==> src/rtl/fb_mem_arbiter.sv <==
`default_nettype none
// ============================================================================
//  Module   : fb_mem_arbiter
//  Brief    : Single-port frame buffer arbiter. It merges a buffered,
//             high-priority camera write stream with a starvation-guarded
//             reader, and runs the capture/hand-off frame FSM.
//  Revision : 1.0 - initial release
// ============================================================================
module fb_mem_arbiter #(
    parameter int ADDR_W    = 17,
    parameter int DATA_W    = 8,
    parameter int WB_DEPTH  = 4,
    parameter int RD_STARVE = 8
) (
    input  logic              clk,
    input  logic              reset,
    input  logic              cap_start,
    input  logic              cam_vsync,
    input  logic              cam_wr,
    input  logic [ADDR_W-1:0] cam_addr,
    input  logic [DATA_W-1:0] cam_din,
    output logic              cam_overflow,
    input  logic              rd_req,
    input  logic [ADDR_W-1:0] rd_addr,
    output logic              rd_gnt,
    output logic              rd_valid,
    output logic [DATA_W-1:0] rd_data,
    input  logic              rd_done,
    output logic              mem_wr,
    output logic              img_req,
    output logic              busy,
    output logic [ADDR_W-1:0] mem_addr,
    output logic [DATA_W-1:0] mem_din,
    output logic              mem_we,
    output logic              mem_en,
    input  logic [DATA_W-1:0] mem_dout
);

    localparam int c_PTR_W = $clog2(WB_DEPTH);
    localparam int c_CNT_W = c_PTR_W + 1;
    localparam int c_STV_W = $clog2(RD_STARVE + 1);

    localparam logic [c_CNT_W-1:0] c_DEPTH      = c_CNT_W'(WB_DEPTH);
    localparam logic [c_STV_W-1:0] c_STARVE_MAX = c_STV_W'(RD_STARVE);

    localparam logic [2:0] c_ST_IDLE    = 3'd0;
    localparam logic [2:0] c_ST_ARM     = 3'd1;
    localparam logic [2:0] c_ST_CAPTURE = 3'd2;
    localparam logic [2:0] c_ST_DRAIN   = 3'd3;
    localparam logic [2:0] c_ST_HOLD    = 3'd4;

    logic [2:0]         r_state;
    logic [2:0]         w_state_nxt;
    logic               w_img_set;
    logic               r_img_req;

    logic [ADDR_W-1:0]  r_wb_addr [WB_DEPTH];
    logic [DATA_W-1:0]  r_wb_data [WB_DEPTH];
    logic [c_PTR_W-1:0] r_wr_ptr;
    logic [c_PTR_W-1:0] r_rd_ptr;
    logic [c_CNT_W-1:0] r_count;
    logic [c_STV_W-1:0] r_starve;
    logic               r_overflow;

    logic               w_wb_nonempty;
    logic               w_wr_sel;
    logic               w_rd_gnt;
    logic               w_cam_in;
    logic               w_push;
    logic               w_drop;
    logic               w_arm_to_cap;

    logic [ADDR_W-1:0]  r_mem_addr;
    logic [DATA_W-1:0]  r_mem_din;
    logic               r_mem_we;
    logic               r_mem_en;
    logic               r_rd_p1;
    logic               r_rd_p2;
    logic               r_rd_valid;
    logic [DATA_W-1:0]  r_rd_data;

    // Arbitration: buffered writes win unless the reader has been starved.
    assign w_wb_nonempty = (r_count != '0);
    assign w_wr_sel      = w_wb_nonempty && (!rd_req || (r_starve < c_STARVE_MAX));
    assign w_rd_gnt      = rd_req && !w_wr_sel && !reset;
    assign w_cam_in      = (r_state == c_ST_CAPTURE) && cam_wr;
    assign w_push        = w_cam_in && ((r_count != c_DEPTH) || w_wr_sel);
    assign w_drop        = w_cam_in && !w_push;
    assign w_arm_to_cap  = (r_state == c_ST_ARM) && cam_vsync;

    always_comb begin
        w_state_nxt = r_state;
        w_img_set   = 1'b0;
        case (r_state)
            c_ST_IDLE:    if (cap_start) w_state_nxt = c_ST_ARM;
            c_ST_ARM:     if (cam_vsync) w_state_nxt = c_ST_CAPTURE;
            c_ST_CAPTURE: if (cam_vsync) w_state_nxt = c_ST_DRAIN;
            c_ST_DRAIN: begin
                if (!w_wb_nonempty && !w_wr_sel) begin
                    w_state_nxt = c_ST_HOLD;
                    w_img_set   = 1'b1;
                end
            end
            c_ST_HOLD:    if (rd_done) w_state_nxt = c_ST_IDLE;
            default:      w_state_nxt = c_ST_IDLE;
        endcase
    end

    always_ff @(posedge clk) begin
        if (reset) begin
            r_state   <= c_ST_IDLE;
            r_img_req <= 1'b0;
        end else begin
            r_state   <= w_state_nxt;
            r_img_req <= w_img_set;
        end
    end

    // Entry storage needs no reset; the pointers define what is valid.
    always_ff @(posedge clk) begin
        if (w_push) begin
            r_wb_addr[r_wr_ptr] <= cam_addr;
            r_wb_data[r_wr_ptr] <= cam_din;
        end
    end

    always_ff @(posedge clk) begin
        if (reset) begin
            r_wr_ptr <= '0;
            r_rd_ptr <= '0;
            r_count  <= '0;
        end else begin
            if (w_push)
                r_wr_ptr <= r_wr_ptr + 1'b1;
            if (w_wr_sel)
                r_rd_ptr <= r_rd_ptr + 1'b1;
            if (w_push && !w_wr_sel)
                r_count <= r_count + 1'b1;
            else if (!w_push && w_wr_sel)
                r_count <= r_count - 1'b1;
        end
    end

    always_ff @(posedge clk) begin
        if (reset || w_arm_to_cap)
            r_overflow <= 1'b0;
        else if (w_drop)
            r_overflow <= 1'b1;
    end

    always_ff @(posedge clk) begin
        if (reset || !rd_req || w_rd_gnt)
            r_starve <= '0;
        else if (w_wr_sel && (r_starve != c_STARVE_MAX))
            r_starve <= r_starve + 1'b1;
    end

    // SRAM command stage; address and data hold on idle cycles.
    always_ff @(posedge clk) begin
        if (reset) begin
            r_mem_en   <= 1'b0;
            r_mem_we   <= 1'b0;
            r_mem_addr <= '0;
            r_mem_din  <= '0;
        end else begin
            r_mem_en <= w_wr_sel || w_rd_gnt;
            r_mem_we <= w_wr_sel;
            if (w_wr_sel) begin
                r_mem_addr <= r_wb_addr[r_rd_ptr];
                r_mem_din  <= r_wb_data[r_rd_ptr];
            end else if (w_rd_gnt) begin
                r_mem_addr <= rd_addr;
            end
        end
    end

    // Read return pipeline: grant -> command -> SRAM data -> registered data.
    always_ff @(posedge clk) begin
        if (reset) begin
            r_rd_p1    <= 1'b0;
            r_rd_p2    <= 1'b0;
            r_rd_valid <= 1'b0;
            r_rd_data  <= '0;
        end else begin
            r_rd_p1    <= w_rd_gnt;
            r_rd_p2    <= r_rd_p1;
            r_rd_valid <= r_rd_p2;
            if (r_rd_p2)
                r_rd_data <= mem_dout;
        end
    end

    assign cam_overflow = r_overflow;
    assign rd_gnt       = w_rd_gnt;
    assign rd_valid     = r_rd_valid;
    assign rd_data      = r_rd_data;
    assign mem_wr       = !reset && (w_wb_nonempty || cam_wr);
    assign img_req      = r_img_req;
    assign busy         = (r_state != c_ST_IDLE);
    assign mem_addr     = r_mem_addr;
    assign mem_din      = r_mem_din;
    assign mem_we       = r_mem_we;
    assign mem_en       = r_mem_en;

endmodule
`default_nettype wire

==> config.mk <==
export PLATFORM = sky130hd
export DESIGN_NAME = fb_mem_arbiter
export DESIGN_NICKNAME = d
export VERILOG_FILES = /design/src/rtl/fb_mem_arbiter.sv
export SDC_FILE = /design/constraint.sdc
export NUM_CORES = 1
export LEC_CHECK = 0
export CAP_MARGIN = 15
export CORE_MARGIN = 8
export CORE_UTILIZATION = 28
export CTS_BUF_LIST = sky130_fd_sc_hd__clkbuf_8
export DETAILED_ROUTE_END_ITERATION = 7
export GPL_TIMING_DRIVEN = 0
export HOLD_SLACK_MARGIN = 0.12
export SLEW_MARGIN = 5
export SYNTH_ARGS = -nofsm -noshare
export SYNTH_HDL_FRONTEND = slang
export SYNTH_SLANG_ARGS = --single-unit
==> constraint.sdc <==
create_clock -name clk -period 2.95 [get_ports clk]
set_input_delay 0.59 -clock clk [delete_from_list [all_inputs] [get_ports clk]]
set_output_delay 0.59 -clock clk [all_outputs]
set_load 0.05 [all_outputs]
==> metrics.json, run 1 <==
{
  "yosys-top-cells-area": "edfxtp_1, dfxtp_1, mux4_2, mux2i_1, mux4_1",
  "p_comb_frac": 0.352,
  "worst_skew_pair.late_latency_ns": 0.46,
  "top_usage_layer": "met2",
  "yosys.area.top_type": "edfxtp_1",
  "chipWidth_um": 163.6,
  "die_h_um": 163.6,
  "die-area_um2": 26760,
  "outcome": "complete, no violations",
  "rows": 54,
  "netlist.area_leader.share": 0.4923,
  "worstReg2RegStart": "r_count[0]",
  "synth.net_count": 447,
  "overflow": 0,
  "p_sw_frac": 0.3498,
  "postSynthAreaPerCell_um2": 15.97,
  "worst_setup_path_start_kind": "primary input",
  "core_region_area_um2": 21620,
  "share_clk_of_total_power": 0.251,
  "timing.reg2reg.worst_path_depth": 10,
  "regToRegEndpoint": "r_count[2]",
  "cell_repeated_most_along_the_worst_path": "buf_4",
  "top_fanout_value_on_the_critical_path": 10,
  "grt_util_met1": 0.1289,
  "grt_use_total": 0.1101,
  "cap_viol_max_count": 0,
  "slew-limit-headroom": 0.5042,
  "netlist_area_um2": 6100,
  "critPathSlowestCell": "clkdlybuf4s50_1",
  "timing.setup.critical_path_class": "in -> out",
  "seq_area_frac_synth": 0.6761,
  "antenna_violations_before_repair": 0,
  "grt_use_met2": 0.1826,
  "io_buffer_count": 96,
  "wirelength_um": 14290,
  "p_seq_frac": 0.397,
  "maxClockFrequency_mhz": 348.2,
  "power.static_leakage_nw": 2.652,
  "timing.hold.worst_endpoint": "r_rd_p2",
  "yosys_warnings": 0,
  "final_nets": 562,
  "first_global_vias": 3879,
  "tritoncts": "built",
  "final_hold_viol_count": 0,
  "detail_route.vias_per_cell": 4.543,
  "cts_stage_hold_buffer_count": 0,
  "drt_pre_antenna_iters": 4,
  "setup_total_negative_slack_ns": 0,
  "layout_common_cells": "edfxtp_1, clkdlybuf4s50_1, dfxtp_1, mux2i_1, nor2_1",
  "setup-violations-final": 0,
  "finClkSkew_ns": 0.01485,
  "initial_util": 0.2821,
  "routedWlPerCell_um": 18.09,
  "critPathCaptureType": "output pin",
  "globalRouteMet3Util": 0.03831,
  "postPlaceCellArea_um2": 7416,
  "final_common_cell": "edfxtp_1",
  "worst_ep_arrival_ns": 2.28,
  "min-delay-start": "r_rd_p1",
  "clock_tree.htree_level_count": 4,
  "numClockSinks": 156,
  "layout_worst_path_cycle_share": 0.9734,
  "max_slew_violation_count": 0,
  "post_synthesis_cell_count": 382,
  "cts-buffers-inserted": 17,
  "drc_errors": 0,
  "cts_setup_buffers": 0,
  "post_route_cells_drive_above_1_share": 0.1725,
  "dr.first_iter.drc_count": 183,
  "postLayoutCellArea_um2": 7843,
  "count_of_flip_flops_with_a_built_in_enable_after_synthesis": 100,
  "dpl.hpwl_um": 9856,
  "critical_path.n_buffers_inverters": 4,
  "crit_family": "buffers and inverters",
  "rd_place_congestion": 0.7125,
  "max_stage_delay_ns": 0.53,
  "synth_async_sr_flop_share": 0,
  "vias": 3589,
  "tightestPinTransition_ns": 0.7437,
  "final_core_util": 0.3627,
  "layoutNonFillerInstCount": 790,
  "required_ns": 2.36,
  "min_period_ns": 2.872,
  "post_cts_resize_count": 7,
  "setup.reg_to_reg.worst_slack_ns": 0.29,
  "global_route_wire_length_before_repair_um": 22070,
  "crit_path_cell_trace": "clkdlybuf4s50_1 -> buf_4 -> nand2_1 -> clkbuf_1 -> a21oi_2 -> buf_4",
  "p_sw_mw": 2.378,
  "hold_path_class": "reg -> reg",
  "intPower_mw": 4.421,
  "ys_dominant_reg_cell": "edfxtp_1",
  "max-clock-path-buffers": 2,
  "power_density_of_the_placed_cells_nw_per_um2": 866.9,
  "antenna_nets_post_route": 0,
  "cts.reportedPaths.clkPinSlew_ns": 0.08,
  "number_of_stages_on_the_worst_hold_path": 1,
  "synthesis_to_finish_area_growth_pct": 28.57,
  "placed_cells_incl_taps": 758,
  "ys_types": 39,
  "vdd_ir_drop_max_v": 0.0004582,
  "antenna_cells_inserted": 0,
  "ioPinCount": 98,
  "grt_start_max_net_pins": 26,
  "ctsRootBufferMaster": "clkbuf_8",
  "synth.ff_latch_count": 156
}
[per-layer routing]
metal | routed length, µm | part of all wire
met1 | 6081 | 0.43
met2 | 7117 | 0.50
met3 | 856 | 0.060
met4 | 239 | 0.017
met5 | 0 | 0
[Yosys cell counts (3+ instances only)]
cell type	count
o21ai_0	12
dfxtp_1	56
mux4_2	18
a21oi_1	15
ha_1	7
nand3_1	10
nor2b_1	3
nor3_1	10
nor3_2	10
a211oi_1	16
buf_4	5
nand2b_1	3
and2_1	5
or3_1	5
inv_1	7
nor2_1	25
edfxtp_1	100
mux2i_1	27
mux4_1	7
buf_2	9
clkbuf_1	7
mux2_2	4
[final cells by class]
cell class	instances	area [µm²]
plain buffers	26	158.9
well taps	280	350.3
clock buffers	18	247.7
fillers	2061	13780
repair buffers	96	957.2
flip-flops and latches	156	4124
multi-input cells	193	1799
inverters	7	26.28
clock inverters	14	178.9
[power groups by stage]
stage               combinational, mW  sequential, mW  clock, mW
floorplan                        1.01            3.36          0
global placement                 2.39            2.74          0
detailed placement               2.42            2.75          0
CTS                              2.43            2.70       1.76
global route                     2.55            2.73       1.83
finish                           2.39            2.70       1.71
[worst max path at each step]
stage / from / endpoint / slack [ns] / depth (start not counted)
floorplan: rd_req / rd_gnt / 0.48 / 4
global placement: rd_req / rd_gnt / -0.55 / 6
detailed placement: rd_req / rd_gnt / -0.57 / 6
CTS: rd_req / rd_gnt / 0.03 / 6
global route: rd_req / rd_gnt / -0.02 / 6
finish: rd_req / rd_gnt / 0.08 / 6
[flip-flops by register name (all words and copies together), names as in the netlist, 2 cells and up, named ones only]
name / count
r_wb_data: 32
r_count: 3
mem_din: 8
r_starve: 4
r_wb_addr: 68
mem_addr: 17
r_wr_ptr: 2
r_rd_ptr: 2
rd_data: 8
r_state: 3
[per-stage QoR]
stage	hold slack (ns)	total power [mW]	setup slack (ns)
2_1_floorplan	0.4138	4.363	0.4823
3_3_place_gp	0.4313	5.129	-0.5464
3_5_place_dp	0.4330	5.175	-0.5664
4_1_cts	0.4528	6.888	0.02582
5_1_grt	0.4689	7.111	-0.02337
6_report	0.4476	6.799	0.07836
[logic make-up (layout without fill, tap and decap cells)]
kind of cell	Yosys count	count (layout)	synth area share
flip-flops	156	156	0.6761
AND/OR/NAND/NOR	78	78	0.07405
multiplexers	56	56	0.1483
AO/OA/AOI/OAI	48	48	0.04923
buffers and inverters	33	161	0.03036
adder cells (fa/ha/maj)	8	8	0.01764
XOR/XNOR	3	3	0.004308
[worst reg2reg max path, cell delays in order, from the launching register on]
cell and delay [ns]:
dfxtp_1 0.39, or3_1 0.36, buf_2 0.19, nand2_4 0.18, buf_4 0.23, ha_1 0.20
inv_1 0.06, fa_1 0.37, xor2_1 0.16, or3_1 0.30, a21oi_1 0.14
Note: power is estimated with default switching activity, not from simulation.
==> run 2, diff against run 1 <==
- SLEW_MARGIN: 5 -> 20
==> metrics.json, run 2 (synthesized netlist as in run 1, its figures left out) <==
{
  "outcome": "complete, no violations",
  "timing.setup.critical_path_class": "in -> reg",
  "final.hold.worst_slack_ns": 0.4483,
  "cell_repeated_most_along_the_worst_path": "buf_4",
  "antenna_violations_before_repair": 0,
  "worst_setup_path_start_kind": "primary input",
  "grt_util_met1": 0.1255,
  "globalRouteMet3Util": 0.03805,
  "power_density_of_the_placed_cells_nw_per_um2": 856.8,
  "ctsRootBufferMaster": "clkbuf_8",
  "p_sw_mw": 2.393,
  "antenna_cells_inserted": 0,
  "die_h_um": 163.6,
  "ioPinCount": 98,
  "io_buffer_count": 96,
  "slew-limit-headroom": 0.5896,
  "rd_place_congestion": 0.7125,
  "synthesis_to_finish_area_growth_pct": 30.65,
  "dpl.hpwl_um": 10090,
  "p_seq_frac": 0.395,
  "p_sw_frac": 0.3504,
  "postLayoutCellArea_um2": 7969,
  "finClkSkew_ns": 0.01419,
  "postPlaceCellArea_um2": 7526,
  "timing.reg2reg.worst_path_depth": 10,
  "placement.setup.worst_slack_ns": -0.5580,
  "regToRegEndpoint": "r_count[2]",
  "layoutNonFillerInstCount": 794,
  "wirelength_um": 14270,
  "setup_total_negative_slack_ns": 0,
  "placed_cells_incl_taps": 762,
  "final_nets": 566,
  "worstReg2RegStart": "r_count[0]",
  "final_critical_path_setup_slack_ns": 0.1229,
  "crit_path_cell_trace": "clkdlybuf4s50_1 -> buf_4 -> nand2_1 -> nand2_4 -> buf_4 -> ha_1 -> inv_1 -> fa_1 -> xor2_1 -> or3_1 -> a21oi_1",
  "max_stage_delay_ns": 0.53,
  "grt_use_total": 0.1097,
  "overflow": 0,
  "final_hold_viol_count": 0,
  "cts_setup_buffers": 0,
  "grt_use_met2": 0.1843,
  "min_period_ns": 2.827,
  "p_comb_frac": 0.350,
  "hold_path_class": "reg -> reg",
  "initial_util": 0.2821,
  "first_global_vias": 3890,
  "max-clock-path-buffers": 2,
  "final_common_cell": "edfxtp_1",
  "timing.critical_path.from": "rd_req",
  "vdd_ir_drop_max_v": 0.0004470,
  "cts.reportedPaths.clkPinSlew_ns": 0.09,
  "maxClockFrequency_mhz": 353.7,
  "cts-buffers-inserted": 17,
  "setup-violations-final": 0,
  "setup.reg_to_reg.worst_slack_ns": 0.32,
  "intPower_mw": 4.435,
  "top_usage_layer": "met2",
  "die-area_um2": 26760,
  "core_region_area_um2": 21620,
  "tightestPinTransition_ns": 0.6156,
  "clock_tree.htree_level_count": 4,
  "largest-register": "r_wb_addr",
  "top_fanout_value_on_the_critical_path": 10,
  "detail_route.vias_per_cell": 4.557,
  "cp-endpoint": "r_count[2]",
  "largest_register_ffs": 68,
  "grt_start_max_net_pins": 17,
  "tritoncts": "built",
  "chipWidth_um": 163.6,
  "vias": 3618,
  "layout_common_cells": "edfxtp_1, clkdlybuf4s50_1, dfxtp_1, mux2i_1, nor2_1",
  "layout_worst_path_cycle_share": 0.9583,
  "cap_viol_max_count": 0,
  "worst_skew_pair.late_latency_ns": 0.46,
  "dr.first_iter.drc_count": 170,
  "antenna_nets_post_route": 0,
  "worst_ep_arrival_ns": 3.21,
  "power.static_leakage_nw": 2.692,
  "drt_pre_antenna_iters": 4,
  "rsz0062_at_grt": "no",
  "routedWlPerCell_um": 17.98,
  "global_route_wire_length_before_repair_um": 22020,
  "final_core_util": 0.3686,
  "critPathSlowestCell": "clkdlybuf4s50_1",
  "design_power_total_mw": 6.828,
  "drc_errors": 0,
  "cts_stage_hold_buffer_count": 0,
  "rows": 54,
  "numClockSinks": 156,
  "max_slew_violation_count": 0,
  "required_ns": 3.33,
  "critPathCaptureType": "flop",
  "post_route_cells_drive_above_1_share": 0.1829,
  "share_clk_of_total_power": 0.255
}
## run 2: worst max-delay path, delay by kind of cell
kind	cells	cell delay (ns)
buffers and inverters	4	1.09
and+or+nand+nor	3	0.67
adders and majority gates	2	0.57
xor gates and xnor gates	1	0.15
AOI/OAI and AO/OA	1	0.13
## run 2: cell type report
type / instances / area (µm²)
inverter: 7 / 26.28
timing repair buffer: 100 / 1067
clock buffer: 18 / 247.7
fill: 2074 / 13650
sequential: 156 / 4124
clock inverter: 14 / 193.9
multi-input combinational: 193 / 1799
tap: 280 / 350.3
buffer: 26 / 160.2
## run 2: how the worst min path moves through the flow
stage | start | end | slack, ns | cells after the start
2_1_floorplan | r_rd_p1 | r_rd_p2 | 0.41 | 1
3_3_place_gp | r_rd_p1 | r_rd_p2 | 0.43 | 1
3_5_place_dp | r_rd_p1 | r_rd_p2 | 0.43 | 1
4_1_cts | r_rd_p1 | r_rd_p2 | 0.45 | 1
5_1_grt | r_rd_p1 | r_rd_p2 | 0.47 | 1
6_report | r_rd_p1 | r_rd_p2 | 0.45 | 1
## run 2: layer usage
layer | vias to the layer above | share of wire
met5 | - | 0
met4 | 0 | 0.019
met3 | 23 | 0.066
met2 | 101 | 0.49
met1 | 1794 | 0.42
li1 | 1700 | -
## run 2: power by group through the flow
| stage | Combinational, mW | Sequential (mW) | Clock (mW) |
|---|---|---|---|
| after floorplan | 1.01 | 3.36 | 0 |
| after global placement | 2.39 | 2.74 | 0 |
| after detailed placement | 2.43 | 2.75 | 0 |
| after CTS | 2.43 | 2.70 | 1.79 |
| after global routing | 2.55 | 2.73 | 1.87 |
| final | 2.39 | 2.70 | 1.74 |
## run 2: timing repair
| action | in CTS | in global routing |
|---|---|---|
| endpoints found under the setup margin | 2 | 1 |
| pin swaps | 0 | 0 |
| gates resized for setup | 7 | 3 |
==> run 3, diff against run 2 <==
--- a/config.mk
+++ b/config.mk
@@ -8,4 +8,4 @@
 export CAP_MARGIN = 15
-export CORE_MARGIN = 8
-export CORE_UTILIZATION = 28
+export CORE_MARGIN = 2
+export CORE_UTILIZATION = 50
 export CTS_BUF_LIST = sky130_fd_sc_hd__clkbuf_8
@@ -14,2 +14,3 @@
 export HOLD_SLACK_MARGIN = 0.12
+export PLACE_DENSITY = 0.75
 export SLEW_MARGIN = 20
--- a/constraint.sdc
+++ b/constraint.sdc
@@ -3,2 +3,2 @@
 set_output_delay 0.59 -clock clk [all_outputs]
-set_load 0.05 [all_outputs]
+set_load 0.1 [all_outputs]
==> metrics.json, run 3 (synthesized netlist as in run 1, its figures left out) <==
{
  "outcome": "complete, no violations",
  "antenna_nets_post_route": 0,
  "rsz0062_at_grt": "no",
  "grt_use_total": 0.1950,
  "max-clock-path-buffers": 2,
  "hold_path_class": "reg -> reg",
  "ioPinCount": 98,
  "clock_tree.htree_level_count": 4,
  "min-delay-start": "r_rd_p1",
  "layout_common_cells": "edfxtp_1, clkdlybuf4s50_1, dfxtp_1, mux2i_1, nor2_1",
  "crit_family": "buffers and inverters",
  "critPathCaptureType": "output pin",
  "vdd_ir_drop_max_v": 0.0004774,
  "critPathSlowestCell": "clkdlybuf4s50_1",
  "timing.critical_path.from": "rd_req",
  "io_buffer_count": 96,
  "chipWidth_um": 114.5,
  "placed_cells_incl_taps": 625,
  "final_hold_viol_count": 0,
  "cell_repeated_most_along_the_worst_path": "buf_6",
  "wirelength_um": 12280,
  "critical_path.n_buffers_inverters": 4,
  "setup.reg_to_reg.worst_slack_ns": 0.31,
  "finClkSkew_ns": 0.008467,
  "synthesis_to_finish_area_growth_pct": 26.52,
  "die_h_um": 114.5,
  "timing.setup.critical_path_class": "in -> out",
  "power_density_of_the_placed_cells_nw_per_um2": 979.1,
  "detail_route.vias_per_cell": 5.549,
  "dpl.hpwl_um": 8209,
  "antenna_violations_before_repair": 0,
  "numClockSinks": 156,
  "largest_register_ffs": 68,
  "rd_place_congestion": 0.8033,
  "drc_errors": 0,
  "setup_total_negative_slack_ns": 0,
  "worst_setup_path_start_kind": "primary input",
  "first_global_vias": 3739,
  "worstReg2RegStart": "r_count[0]",
  "initial_util": 0.5099,
  "tightestPinTransition_ns": 1.000,
  "grt_start_max_net_pins": 26,
  "final_common_cell": "edfxtp_1",
  "dr.first_iter.drc_count": 198,
  "maxClockFrequency_mhz": 355.8,
  "setup-violations-final": 0,
  "ctsRootBufferMaster": "clkbuf_8",
  "max_stage_delay_ns": 0.54,
  "slew-limit-headroom": 0.3311,
  "post_route_cells_drive_above_1_share": 0.1765,
  "layoutNonFillerInstCount": 657,
  "largest-register": "r_wb_addr",
  "worst_skew_pair.late_latency_ns": 0.43,
  "power.static_leakage_nw": 2.657,
  "cts-buffers-inserted": 17,
  "final_nets": 562,
  "vias": 3646,
  "top_fanout_value_on_the_critical_path": 10,
  "required_ns": 2.36,
  "global_route_wire_length_before_repair_um": 18910,
  "drt_pre_antenna_iters": 4,
  "die-area_um2": 13100,
  "min_period_ns": 2.810,
  "overflow": 0,
  "max_slew_violation_count": 0,
  "tritoncts": "built",
  "final_core_util": 0.6452,
  "core_region_area_um2": 11960,
  "rows": 40,
  "worst_ep_arrival_ns": 2.22,
  "final.hold.worst_slack_ns": 0.4582,
  "cap_viol_max_count": 0,
  "design_power_total_mw": 7.556,
  "routedWlPerCell_um": 18.69,
  "antenna_cells_inserted": 0,
  "cts.reportedPaths.clkPinSlew_ns": 0.08,
  "layout_worst_path_cycle_share": 0.9527,
  "crit_path_cell_trace": "clkdlybuf4s50_1 -> buf_6 -> nand2_1 -> clkbuf_1 -> a21oi_2 -> buf_6"
}
run 3: changes by cell type in the layout (fill, tap and decap cells not counted), moves of 2 or more:
cell	delta
buf_16	-4
buf_4	-2
buf_6	+2
clkinvlp_4	-2
run 3: timing repair:
item | in CTS | in global routing
endpoints found under the setup margin | 2 | 2
buffers inserted | 0 | 0
hold buffers | 0 | 0
gates resized for setup | 9 | 2
run 3: metal layers:
layer,track usage,vias up,wire [µm]
li1,-,1691,-
met1,0.2416,1824,5073
met2,0.3389,123,6441
met3,0.04923,8,665
met4,0.05772,0,100
met5,0,-,0
run 3: path summary, 6_finish.rpt:
check,cells past startpoint,to
max,6,rd_gnt
min,1,r_rd_p2
max reg2reg,10,r_count[2]
min reg2reg,1,r_rd_p2
run 3: report_power, final:
group          internal, mW  leakage, nW  switching, mW
registers              2.56         1.36          0.141
clock network          1.01        0.227          0.771
logic                 0.928         1.07           2.15
total                  4.50         2.66           3.06
run 3: cell type report:
type | instances | area (µm²)
Buffer | 26 | 162.7
Clock buffer | 17 | 234.0
Clock inverter | 15 | 221.5
Fill cell | 894 | 4244
Inverter | 7 | 26.28
Multi-Input combinational cell | 193 | 1802
Sequential cell | 156 | 4124
Tap cell | 147 | 183.9
Timing Repair Buffer | 96 | 963.4
run 3: per-stage QoR:
stage               setup WS, ns  area [µm²]
global route             0.02695        7717
global placement         -0.7685        7251
detailed placement       -0.8171        7256
floorplan                 0.3308        6106
finish                    0.1396        7717
CTS                      0.02482        7710
